File: src/rtl/memory_arbiter.sv
// Two-port round-robin arbiter in front of a single fixed-latency memory.
// The instruction port only reads; the data port reads or writes.
//
// state  | meaning
// IDLE   | waiting for a request; arbitrates and latches the winner
// ACCESS | memory cycle in progress; counter counts down to the final cycle
// DONE   | one-cycle completion; owner's ready is asserted
module memory_arbiter #(
  parameter int unsigned MEM_LATENCY = 4
) (
  input  logic            clk,
  input  logic            reset,
  input  logic            i_req,
  input  logic [31:0]     i_addr,
  output logic [0:3][7:0] i_data_out,
  output logic            i_ready,
  input  logic            d_req,
  input  logic [31:0]     d_addr,
  input  logic [0:3][7:0] d_data_in,
  input  logic            d_write_enable,
  input  logic            d_byte_mode,
  output logic [0:3][7:0] d_data_out,
  output logic            d_ready,
  input  logic [0:3][7:0] mem_data_out,
  output logic [31:0]     output_mem_addr,
  output logic [0:3][7:0] mem_data_in,
  output logic            mem_write_en,
  output logic            mem_byte_mode,
  output logic            busy,
  output logic            grant
);

  typedef enum logic [1:0] {IDLE, ACCESS, DONE} state_t;

  localparam logic [7:0] CNT_LOAD = 8'(MEM_LATENCY - 1);

  state_t     state, state_next;
  logic [7:0] counter;
  logic       last_grant;
  logic       lat_write;
  logic       winner;
  logic       any_req;
  logic       final_cycle;

  assign any_req     = i_req || d_req;
  assign final_cycle = (state == ACCESS) && (counter == 8'd0);

  // On a tie the port that did not win last time gets the memory.
  assign winner = (i_req && d_req) ? ~last_grant : d_req;

  always_ff @(posedge clk) begin
    if (reset) state <= IDLE;
    else       state <= state_next;
  end

  always_comb begin
    state_next = state;
    case (state)
      IDLE:    if (any_req) state_next = ACCESS;
      ACCESS:  if (counter == 8'd0) state_next = DONE;
      DONE:    state_next = IDLE;
      default: state_next = IDLE;
    endcase
  end

  always_ff @(posedge clk) begin
    if (reset) begin
      counter         <= 8'd0;
      last_grant      <= 1'b1;
      grant           <= 1'b0;
      lat_write       <= 1'b0;
      output_mem_addr <= 32'd0;
      mem_data_in     <= '0;
      mem_byte_mode   <= 1'b0;
      i_data_out      <= '0;
      d_data_out      <= '0;
    end else begin
      if (state == IDLE && any_req) begin
        grant      <= winner;
        last_grant <= winner;
        counter    <= CNT_LOAD;
        if (winner) begin
          output_mem_addr <= d_addr;
          mem_data_in     <= d_data_in;
          mem_byte_mode   <= d_byte_mode;
          lat_write       <= d_write_enable;
        end else begin
          output_mem_addr <= i_addr;
          mem_data_in     <= '0;
          mem_byte_mode   <= 1'b0;
          lat_write       <= 1'b0;
        end
      end else if (state == ACCESS && counter != 8'd0) begin
        counter <= counter - 8'd1;
      end

      // Read data is taken on the last access cycle; a write leaves both ports alone.
      if (final_cycle && !lat_write) begin
        if (grant) d_data_out <= mem_data_out;
        else       i_data_out <= mem_data_out;
      end
    end
  end

  assign mem_write_en = final_cycle && lat_write && grant;
  assign i_ready      = (state == DONE) && !grant;
  assign d_ready      = (state == DONE) && grant;
  assign busy         = (state != IDLE);

endmodule
File: config.mk
export PLATFORM = sky130hd
export DESIGN_NAME = memory_arbiter
export DESIGN_NICKNAME = d
export VERILOG_FILES = /design/src/rtl/memory_arbiter.sv
export SDC_FILE = /design/constraint.sdc
export NUM_CORES = 1
export LEC_CHECK = 0
export ABC_AREA = 1
export BUFFER_PORTS_ARGS = -buffer_cell sky130_fd_sc_hd__buf_2
export CAP_MARGIN = 20
export CORE_MARGIN = 5
export CORE_UTILIZATION = 40
export DETAILED_ROUTE_END_ITERATION = 12
export HOLD_SLACK_MARGIN = 0.1
export PLACE_DENSITY = 0.7
export SYNTH_ARGS = -nofsm -noshare
export SYNTH_HDL_FRONTEND = slang
export SYNTH_SLANG_ARGS = --single-unit
File: constraint.sdc
create_clock -name clk -period 2.8 [get_ports clk]
set_input_delay 0.7 -clock clk [delete_from_list [all_inputs] [get_ports clk]]
set_output_delay 0.7 -clock clk [all_outputs]
set_load 0.02 [all_outputs]
==> results.toml <==
[outcome]
status = "finished, final reports clean"

[cts]
clock_tree.htree_level_count = 4
cts.hold.buffers_added = 0
clkLatencyLatePin_ps = 420
cts_tree = "yes"
path_clk_slew_ps = 60
cts.sink_count = 142
cts_root_buf = "clkbuf_16"
number_of_setup_buffers_added_after_cts = 0
tritoncts.num_buffers = 17
clock_tree.buffer_depth = 2
cts_resized = 0

[die]
die_wd_um = 131
die_height_um = 131
pin_count = 268
floorplan.die_area_sq_um = 17000
initial_core_utilization_pct = 40.5
core-area_sq_um = 14400
num_rows = 44

[detailed_routing]
detailedRoute.firstIterationViolations = 290
detailedRoute.firstPassIterationCount = 4
vias = 5783
wl_met2_um = 7320
drtAntennaViolNets = 0
routed-wl-met3_um = 1630
drc = 0
highest_layer = "met4"
route.final.wire_length_um = 16100
wire_length_on_met1_um = 6920
wl_per_cell_um = 12.6
drt-vias-per-instance = 4.51

[global_routing]
antenna_found_initial = 0
first_global_vias = 5144
maximum_number_of_pins_on_one_net_before_global_route_repair = 65
track_usage_pct = 18.0
total_grt_overflow = 0
grt_first_pass_wirelength_um = 24600

[min_path]
worst_hold_path_class = "reg -> reg"
worstHoldPathCells = 2

[placed_design]
detailed_place_hpwl_um = 11600
gp_congestion = 0.758
dpl.cell_count = 1251
numPortBuffers = 267

[logic_synthesis]
mapped_nets = 971
synth.avg_cell_area_sq_um = 6.96
ff_latch_count_synth = 142
post_synthesis_cells = 835
yosys.cell_types.count = 23
synth.yosys.warnings = 0
synth_seq_area_share_pct = 48.9
syn_area_sq_um = 5810

[power]
power.density_nw_per_um2 = 762
peakVddDrop_v = 0.000370
power.leakage_uw = 0.00435

[final_layout]
antenna_cells = 0
post_layout_nonfiller_instances = 1283
drive_above_1_share_pct = 28.9
final_net_count = 1222
final_common_cell = "buf_2"
fin_util_pct = 54.2
nFillCells = 1455
layout.cells.most_common_list = "267 x buf_2, 256 x nand2_1, 210 x nor2_1, 142 x dfxtp_1, 80 x inv_1"
syn2layout_area_growth_pct = 33.9

[critical_path]
timing.critical_path.fanout_max = 5
endpoint_kind = "output port"
timing.reg2reg.worst_path_depth = 7
cp_data_required_time_ps = 2100
crit_type = "reg -> out"
arr_time_crit_path_ps = 1730
worstSetupStartpointType = "flip-flop"

[timing]
report.final.setup_viol = 0
hold_viol = 0
fin_setup_tns_ps = 0
final_max_slew_viol_count = 0
setup_repair_after_global_routing_missed_its_margin = "no"
clock.fmax_mhz = 411
layout_worst_path_cycle_share_pct = 86.9
worst_clock_skew_ps = 8.36
final_min_period_ps = 2430
worst_slew_margin_rel_pct = 40.6
tightest_slew_ps = 889

[run]
maxCapViolations = 0
layout make-up:
type                       instances  area (sq um)  area share [%]
clock buffer                      18           439            5.64
tap                              184           230            2.96
inverter                          83           312            4.00
sequential                       142          2840            36.5
multi-input combinational        568          2430            31.2
timing repair buffer             274          1400            18.0
clock inverter                    14           133            1.70
routing by layer:
| metal | vias up | GRT usage, % |
|---|---|---|
| met3 | 24 | 7.56 |
| met2 | 207 | 28.2 |
| li1 | 3046 | - |
| met5 | - | 0 |
| met1 | 2506 | 22.1 |
| met4 | 0 | 6.78 |
Yosys cell counts:
| cell type | count | share of area (%) |
|---|---|---|
| nand2_1 | 256 | 17 |
| nor2_1 | 211 | 14 |
| dfxtp_1 | 142 | 49 |
| inv_1 | 80 | 5.2 |
| nand3_1 | 37 | 3.2 |
| o31ai_1 | 32 | 4.1 |
| clkbuf_1 | 18 | 1.2 |
| buf_2 | 13 | 1.1 |
| a21oi_1 | 9 | 0.77 |
| buf_6 | 6 | 1.2 |
| o21ai_0 | 6 | 0.52 |
| buf_4 | 5 | 0.65 |
| inv_2 | 3 | 0.19 |
| nor3_1 | 3 | 0.26 |
| ha_1 | 2 | 0.43 |
| nand2_2 | 2 | 0.22 |
| nand4_4 | 2 | 0.73 |
| nor2_4 | 2 | 0.39 |
| o21ai_1 | 2 | 0.17 |
| a21boi_0 | 1 | 0.13 |
| nand3b_1 | 1 | 0.13 |
| nor2_2 | 1 | 0.11 |
| nor2_8 | 1 | 0.34 |
through the flow:
stage	total power (uW)	area [sq um]	setup WS, ps	hold slack, ps
2_1_floorplan	3370	5810	727	442
3_3_place_gp	3810	7220	774	423
3_5_place_dp	3820	7220	675	427
4_1_cts	6010	7790	336	442
5_1_grt	6260	7790	274	461
6_report	5930	7790	367	440
critical path: stages, from the launching register on:
cell and delay [ps]:
dfxtp_1 300, inv_1 120, ha_1 160, nand2_1 130, nor2_8 180, nand2_1 100
nor3_1 140, buf_2 190
logic make-up (layout without fill, tap and decap cells):
family / after synthesis / count (layout) / synth area share [%]
and+or+nand+nor: 516 / 516 / 35.5
DFF: 142 / 142 / 48.9
buffers and inverters: 125 / 389 / 9.45
AOI/OAI and AO/OA: 50 / 50 / 5.72
adders and majority gates: 2 / 2 / 0.430
worst paths after layout:
kind | start | to | slack [ps]
worst max register to register | counter[0]$_SDFFE_PP0P_ | d_data_out[21]$_SDFFE_PP0P_ | 720
worst max-delay path | counter[0]$_SDFFE_PP0P_ | mem_write_en | 370
worst min-delay path | mem_data_in[25]$_SDFFE_PP0P_ | mem_data_in[25]$_SDFFE_PP0P_ | 440
worst min register to register | mem_data_in[25]$_SDFFE_PP0P_ | mem_data_in[25]$_SDFFE_PP0P_ | 440
flip-flops by register name, indices dropped and copies added, names as in the netlist:
name	cells
last_grant	1
state	2
lat_write	1
d_data_out	32
output_mem_addr	32
mem_byte_mode	1
grant	1
i_data_out	32
mem_data_in	32
counter	8
power breakdown:
part	internal [uW]	switching, uW	leakage, uW
Clock	1260	903	0.000262
Combinational	468	928	0.00292
Sequential	2260	122	0.00116
Total	3980	1950	0.00435
No activity file was read; power rests on OpenSTA's default activity.
